**config.mk**
```make
export PLATFORM = sky130hd
export DESIGN_NAME = mmio_led_switch_gpio
export DESIGN_NICKNAME = d
export VERILOG_FILES = /design/src/rtl/gpio_pkg.sv /design/src/rtl/switch_debouncer.sv /design/src/rtl/mmio_led_switch_gpio.sv
export SDC_FILE = /design/constraint.sdc
export NUM_CORES = 1
export LEC_CHECK = 0
export ABC_AREA = 1
export CAP_MARGIN = 20
export CORE_AREA = 4 4 110 112
export CTS_CLUSTER_DIAMETER = 60
export DETAILED_ROUTE_END_ITERATION = 6
export DIE_AREA = 0 0 114 116
export PLACE_DENSITY = 0.76
export SYNTH_ARGS = -nofsm -noshare
export SYNTH_HDL_FRONTEND = slang
export SYNTH_SLANG_ARGS = --single-unit
```
**constraint.sdc**
```tcl
create_clock -name clock -period 2.1 [get_ports clock]
set_clock_uncertainty 0.15 [all_clocks]
set_input_delay 0.315 -clock clock [delete_from_list [all_inputs] [get_ports clock]]
set_output_delay 0.315 -clock clock [all_outputs]
set_load 0.005 [all_outputs]
```
**src/rtl/gpio_pkg.sv**
```systemverilog
// Shared constants for the memory-mapped LED/switch GPIO peripheral.
package gpio_pkg;

  localparam int unsigned NUM_LEDS = 4;

  localparam logic [1:0] OFF_LED_DATA     = 2'd0;
  localparam logic [1:0] OFF_BLINK_MASK   = 2'd1;
  localparam logic [1:0] OFF_STATUS       = 2'd2;
  localparam logic [1:0] OFF_BLINK_PERIOD = 2'd3;

  localparam int unsigned ST_LEVEL = 0;
  localparam int unsigned ST_RISE  = 1;

  // Assemble the STATUS read word from the debounced level and sticky flag.
  function automatic logic [31:0] status_word(input logic level, input logic rise);
    logic [31:0] w;
    w           = '0;
    w[ST_LEVEL] = level;
    w[ST_RISE]  = rise;
    return w;
  endfunction

endpackage

```
**src/rtl/switch_debouncer.sv**
```systemverilog
// Two-flop synchroniser plus stability counter; rise_pulse marks the edge
// on which the debounced level goes 0->1.
module switch_debouncer #(
  parameter int unsigned DEBOUNCE_CYCLES = 4
) (
  input  logic clock,
  input  logic reset,
  input  logic raw_in,
  output logic level_out,
  output logic rise_pulse
);

  localparam int unsigned CNT_W = (DEBOUNCE_CYCLES > 1) ? $clog2(DEBOUNCE_CYCLES) : 1;
  localparam logic [CNT_W-1:0] CNT_LAST = CNT_W'(DEBOUNCE_CYCLES - 1);

  logic             sync1_q, sync2_q;
  logic             level_q, level_d;
  logic [CNT_W-1:0] cnt_q, cnt_d;

  always_comb begin
    cnt_d   = cnt_q;
    level_d = level_q;
    if (sync2_q == level_q) begin
      cnt_d = '0;
    end else if (cnt_q == CNT_LAST) begin
      level_d = sync2_q;
      cnt_d   = '0;
    end else begin
      cnt_d = cnt_q + CNT_W'(1);
    end
  end

  always_ff @(posedge clock) begin
    if (reset) begin
      sync1_q <= 1'b0;
      sync2_q <= 1'b0;
      level_q <= 1'b0;
      cnt_q   <= '0;
    end else begin
      sync1_q <= raw_in;
      sync2_q <= sync1_q;
      level_q <= level_d;
      cnt_q   <= cnt_d;
    end
  end

  assign level_out  = level_q;
  assign rise_pulse = level_d & ~level_q;

endmodule

```
**src/rtl/mmio_led_switch_gpio.sv**
```systemverilog
// GPIO peripheral on the core data-memory port: LED register with blink,
// debounced switch status and a sticky write-1-to-clear rise flag.
module mmio_led_switch_gpio
  import gpio_pkg::*;
#(
  parameter logic [31:0] BASE_ADDR       = 32'hFFFF_0000,
  parameter int unsigned DEBOUNCE_CYCLES = 4,
  parameter logic [31:0] BLINK_DEFAULT   = 32'd8
) (
  input  logic                clock,
  input  logic                reset,
  input  logic                mem_read,
  input  logic                mem_write,
  input  logic [31:0]         addr,
  input  logic [31:0]         wdata,
  output logic [31:0]         rdata,
  output logic                hit,
  input  logic                SWITCH_in,
  output logic [NUM_LEDS-1:0] LEDs_out,
  output logic                switch_irq
);

  logic                win_c, wr_c;
  logic [1:0]          off_c;
  logic                level_c, rise_c;
  logic                addr_lsb_unused;

  logic [NUM_LEDS-1:0] led_q, led_d;
  logic [NUM_LEDS-1:0] mask_q, mask_d;
  logic [31:0]         period_q, period_d;
  logic [31:0]         presc_q, presc_d;
  logic                phase_q, phase_d;
  logic                sticky_q, sticky_d;

  assign win_c           = (addr[31:4] == BASE_ADDR[31:4]);
  assign off_c           = addr[3:2];
  assign wr_c            = mem_write & win_c;
  assign addr_lsb_unused = ^addr[1:0];

  switch_debouncer #(.DEBOUNCE_CYCLES(DEBOUNCE_CYCLES)) u_debouncer (
    .clock      (clock),
    .reset      (reset),
    .raw_in     (SWITCH_in),
    .level_out  (level_c),
    .rise_pulse (rise_c)
  );

  // Register writes, blink prescaler and sticky flag next-state.
  always_comb begin
    led_d    = led_q;
    mask_d   = mask_q;
    period_d = period_q;
    presc_d  = presc_q;
    phase_d  = phase_q;
    sticky_d = sticky_q;

    if (wr_c && off_c == OFF_LED_DATA)   led_d  = wdata[NUM_LEDS-1:0];
    if (wr_c && off_c == OFF_BLINK_MASK) mask_d = wdata[NUM_LEDS-1:0];

    if (wr_c && off_c == OFF_BLINK_PERIOD) begin
      period_d = wdata;
      presc_d  = '0;
    end else if (period_q == '0) begin
      presc_d = '0;
    end else if (presc_q == period_q - 32'd1) begin
      presc_d = '0;
      phase_d = ~phase_q;
    end else begin
      presc_d = presc_q + 32'd1;
    end

    // A new rise on the same edge as a clear keeps the flag set.
    if (rise_c) begin
      sticky_d = 1'b1;
    end else if (wr_c && off_c == OFF_STATUS && wdata[ST_RISE]) begin
      sticky_d = 1'b0;
    end
  end

  always_ff @(posedge clock) begin
    if (reset) begin
      led_q    <= '0;
      mask_q   <= '0;
      period_q <= BLINK_DEFAULT;
      presc_q  <= '0;
      phase_q  <= 1'b0;
      sticky_q <= 1'b0;
    end else begin
      led_q    <= led_d;
      mask_q   <= mask_d;
      period_q <= period_d;
      presc_q  <= presc_d;
      phase_q  <= phase_d;
      sticky_q <= sticky_d;
    end
  end

  always_comb begin
    rdata = '0;
    if (mem_read && win_c) begin
      case (off_c)
        OFF_LED_DATA:   rdata = 32'(led_q);
        OFF_BLINK_MASK: rdata = 32'(mask_q);
        OFF_STATUS:     rdata = status_word(level_c, sticky_q);
        default:        rdata = period_q;
      endcase
    end
  end

  assign hit        = win_c & (mem_read | mem_write);
  assign LEDs_out   = led_q ^ (mask_q & {NUM_LEDS{phase_q}});
  assign switch_irq = sticky_q;

endmodule

```
# == Word-level counts from Yosys, hierarchy flattened ==
# Index checks and enable logic that the tools add are counted.
# totals
out_inout_bits,38
register_bits,79
word_cells,48
# op_classes
n_bitwise,10
addsub,3
eq_ne,7
n_mux,6
n_reduce_logical,12
# op_table
cell,n
case mux 32 bit (3 select lines),1
"adder 32 x 1 -> 32 bit, second input constant",1
equality test 32 bit,1
logical NOT 32 bit,1
2-to-1 mux 32 bit,1
"subtractor 32 x 1 -> 32 bit, second input constant",1
"equality test 28 bit, second input constant",1
"equality test 2 bit, second input constant",3
logical AND 1 bit,6
bitwise AND 4 bit,1
2-to-1 mux 1 bit,4
inverter 1 bit,4
OR reduction 4 bit,1
bitwise XOR 4 bit,1
bitwise AND 1 bit,3
AND reduction 3 bit,1
OR reduction 3 bit,1
"adder 2 x 1 -> 2 bit, second input constant",1
"equality test 2 x 1 -> 1 bit, second input constant",1
logical NOT 2 bit,1
nonzero test 2 bit,1
equality test 1 bit,1
OR 1 bit,1

# == Longest topological paths before layout ==
# depth
depth_word,6
mapped_depth,18
mapped_depth_nobuf,18

# == Hierarchy ==
# A second synthesis with hierarchy kept.
# unflattened
hier_cells,852
hier_area_um2,5366.4
# modules_own_cells
mod,seq_area_each_um2,n_inst,area_each_um2,cells_each
mmio_led_switch_gpio,1481.4,1,5180.0,829
switch_debouncer,100.1,1,186.4,23

# == Least setup slack after synthesis ==
# OpenSTA, ideal clock, no wires.
# synth_timing
path_type,flip-flop to flip-flop
from,register period_q[0]
to,register presc_q[30]
required_ps,1828
t_arrival_ps,1848
stages_incl_launch_ff,14
setup_ps,122
n_path_buf,1
path_slack_ps,-20
cell_sequence,dfxtp_1 inv_1 ha_1 nand2_2 nor2_4 nand2_2 nor2_1 xor2_1 nand3_1 nor2_2 nand2_2 nand3_4 buf_6 a21oi_1
# synth_between
elab_chain_len,3
# synth_rtl
element,line_no,source
from (decl),mmio_led_switch_gpio.sv:30,"logic [31:0] period_q, period_d;"
from (signal assigned),mmio_led_switch_gpio.sv:91,period_q <= period_d;
subtractor 32 x 1 -> 32 bit,mmio_led_switch_gpio.sv:65,end else if (presc_q == period_q - 32'd1) begin
equality test 32 bit,mmio_led_switch_gpio.sv:65,
OR reduction 4 bit (no source line) (*),n/a,
to (signal assigned),mmio_led_switch_gpio.sv:92,presc_q <= presc_d;
to (decl),mmio_led_switch_gpio.sv:31,"logic [31:0] presc_q, presc_d;"
# Mark *: on every way between the ends. The rest lies on a longest branch, timed or not.
# A chain may end at the register's enable or synchronous reset.

# == Worst setup path after layout ==
# layout_timing
from,register period_q[0]
to,register presc_q[17]
# The elaborated chain is that of the path after synthesis.

==> summary.md <==
| Metric | Value |
|---|---|
| Bufs and invs on worst path | 6 |
| Cells after Synth | between 800 and 900 |
| RSZ-0062 raised after global routing | true |
| WL met1 | around 7600 um |
| Cts bufs inserted | 9 |
| Critical Path, Cell by Cell | inv_2 > ha_4 > nand2_4 > nor2_4 > buf_12 > nand2_4 > buf_6 > nand2_2 > nand2_1 > nand2_1 > inv_1 > nand2_1 > nor2_1 > nand2_1 > nor2_4 > nand2_2 > nand3_4 > buf_12 > buf_16 > nor2_1 |
| CTS Buffer Depth | 2 |
| Status | finished with violations |
| GP Congestion | between 0.9 and 1 |
| Violated checks | negative setup slack |
| Min-delay worst type | register to register |
| Critical Path End | presc_q[17]$_SDFF_PP0_ |
| Number of flops mapped to enable cells by yosys | 0 |
| Die height | ~120 um |
| Mapped Area | between 0.005 and 0.006 mm^2 |
| # diodes | 0 |
| Slew Limit Headroom | a little under three quarters |
| Sequential cell area | ~0.0016 mm^2 |
| Row Count | 39 |
| Max Fclk | between 400 and 500 MHz |
| Stages on the worst setup path | 20 |
| Global route overflow | 0 |
| CTS clk-pin slew, worst paths | 0.06 ns |
| Vias in the first global route | 5710 |
| H-tree Lvls | 3 |
| Pre-CTS setup slack | -0.753 ns |
| CP Launch Point | period_q[0]$_SDFFE_PP0P_ |
| Layout cells sized above 1 | 30.1% |
| Area of the multi-input gates | 0.00352 mm^2 |
| Synth area leaders | dfxtp_1 31%, nand2_1 13%, nor2_1 10% |
| Io pins | roughly 110 |
| Die area | between 0.01 and 0.015 mm^2 |
| Nets | between 1000 and 1500 |
| Design area | between 0.007 and 0.008 mm^2 |
| Minimum clock period | roughly 2.4 ns |
| Avg Vias per Cell | a little over 5 |
| # DRC | 0 |
| Most used DFF post-synth | dfxtp_1 |
| Leading area contributor after synthesis | dfxtp_1 |
| CP max stage delay | around 0.32 ns |
| Final Hold Viols | 0 |
| Worst EP required | roughly 2.2 ns |
| Post-DP HPWL | 11600 um |
| Hold slack | around 0.26 ns |
| CTS tree | done |
| Synthesis Warnings | 0 |
| Final setup margin | -0.265 ns |
| Initial Utilization | 45.4% |
| Final setup fails | 52 |
| Reg-to-Reg End | presc_q[17]$_SDFF_PP0_ |
| FF-to-FF path depth | 20 |
| GRT Total Usage | 25.5% |
| Core ar. | 0.0112 mm^2 |
| Mean Syn Cell Area | between 6 and 7 um^2 |
| CTS root buffer | clkbuf_16 |
| RR Startpoint | period_q[0]$_SDFFE_PP0P_ |
| Slew Limit Fails | 0 |
| Detailed Route Iter0 Violations | a little under 400 |
| First-pass DRT Iterations | 5 |
| CP dominant cell by count | nand2_1 |
| Fillers | roughly 860 |
| Most frequent cells after synthesis | 178 x nand2_1, 136 x nor2_1, 106 x inv_1 |
| Kind of critical path | register to register |
| Count leader, synth | nand2_1 |
| Initial antenna violation count | 0 |
| Period utilization | 113% |
| DR top layer | met4 |
| Slowest-stage cell, CP | dfxtp_2 |
| Post-synthesis sequential element count | 79 |
| WL/cell | around 15 um |
| Setup TNS | -8.56 ns |
| Met2 wire length | ~7900 um |
| Post-synth top area share | 31.0% |
| Pin count of the biggest net entering global routing | 51 |
| Placed Area | 0.00697 mm^2 |
| Sink Count | 79 |
| Syn Nets | 876 |
| Seq/Total Area, Yosys | a little under a third |
| Crit end category | register |
| Final ANT Viol Nets | 0 |
| First-pass GRT wire length | approximately 27000 um |
| VDD IR-drop max | slightly below 0.4 mV |
| CP startpoint kind | register |
| Worst-Margin Slew | approximately 0.42 ns |
| IO Port Bufs | around 100 |
| CP delay by family, top | simple AND/OR/NAND/NOR gates |
| WL final | approximately 17000 um |
| Pwr/cell area | roughly 440 mW/mm^2 |
| Via count | 5941 |
| Die W | around 110 um |
| P&R area growth vs syn | 55.9% |
| Leakage power | roughly 0.0038 uW |
| Max_cap viols | 0 |
| Arrival @ worst endpoint | between 2 and 3 ns |
| CTS hold repair buffers | 0 |
| Worst skew pair latency | roughly 0.34 ns |
| Final Util | between 70% and 80% |
| Post-synthesis cell type count | 40 |
| CP Max Fanout | 5 |
| R2r setup slk | -0.26 ns |
| Met3 WL | between 900 and 1000 um |
| FFs w/ async S/R, synth | 0% |
==> area by class of cell <==
cell class | instances | share of cell area (%)
Sequential cell | 79 | 20.0
Inverter | 109 | 5.15
Multi-Input combinational cell | 595 | 44.3
Tap cell | 143 | 2.25
Clock buffer | 10 | 3.01
Clock inverter | 5 | 1.04
Timing Repair Buffer | 221 | 24.2
==> metrics by stage <==
step / power, uW / cells
finish: 3510 / 1162
global route: 3610 / 1162
CTS: 3490 / 1162
detailed placement: 1800 / 1122
global placement: 1790 / 1122
floorplan: 1630 / 804
==> cells in the final DEF (no fill, tap or decap), drive strengths merged, types with 4 or more instances in the layout <==
cell type      count
a211oi             4
a21oi             42
buf              169
clkbuf            14
clkdlybuf4s15      4
clkdlybuf4s50     42
clkinv             4
dfxtp             79
inv              108
nand2            186
nand3             33
nand4             17
nor2             147
nor3              37
nor4               6
o21ai             44
or2                4
xnor2             24
xor2              35
==> sequential cells by signal, indices dropped and copies added, names as in the netlist <==
name                   cells
period_q                  32
presc_q                   32
led_q                      4
mask_q                     4
u_debouncer.cnt_q          2
phase_q                    1
switch_irq                 1
u_debouncer.level_out      1
u_debouncer.sync1_q        1
u_debouncer.sync2_q        1
==> how the worst min path moves through the flow <==
stage | start | endpoint | slack (ns) | cells past startpoint
3_3_place_gp | u_debouncer.sync1_q$_SDFF_PP0_ | u_debouncer.sync2_q$_SDFF_PP0_ | 0.24 | 2
6_report | u_debouncer.sync1_q$_SDFF_PP0_ | u_debouncer.sync2_q$_SDFF_PP0_ | 0.26 | 2
2_1_floorplan | u_debouncer.sync1_q$_SDFF_PP0_ | u_debouncer.sync2_q$_SDFF_PP0_ | 0.24 | 2
3_5_place_dp | u_debouncer.sync1_q$_SDFF_PP0_ | u_debouncer.sync2_q$_SDFF_PP0_ | 0.26 | 2
5_1_grt | u_debouncer.sync1_q$_SDFF_PP0_ | u_debouncer.sync2_q$_SDFF_PP0_ | 0.28 | 2
4_1_cts | u_debouncer.sync1_q$_SDFF_PP0_ | u_debouncer.sync2_q$_SDFF_PP0_ | 0.27 | 2
==> worst min-delay path, stage by stage (launching register included) <==
cell,delay (ns)
dfxtp_1,0.30
inv_1,0.04
nor2_1,0.03
==> what timing repair did <==
action / 4_1_cts / 5_1_grt
pin swaps: 43 / 24
endpoints found under the setup margin: 67 / 76
gates cloned: 4 / 0
endpoints found under the hold margin: 0 / 0
buffers inserted: 24 / 2
gates resized for setup: 308 / 72
==> layer usage <==
layer | track usage [%] | vias to the layer above
met4 | 10.1 | 0
met3 | 3.34 | 49
met5 | 0 | -
met1 | 34.1 | 2706
li1 | - | 2977
met2 | 41.8 | 209
==> logic make-up after synthesis <==
logic type	count (synthesis)	share of synthesized area [%]
AND/OR/NAND/NOR	437	38.1
adder cells (fa/ha/maj)	3	0.736
XOR/XNOR	59	10.1
flip-flops	79	31.0
AO/OA/AOI/OAI	96	9.96
buffers and inverters	130	10.1
==> where the power goes <==
group | internal [uW] | leakage (uW) | switching [uW]
registers | 1500 | 0.000641 | 6.62
logic | 152 | 0.00298 | 130
clock network | 1070 | 0.000159 | 650
total | 2730 | 0.00378 | 786
(Power assumes the default switching activity.)
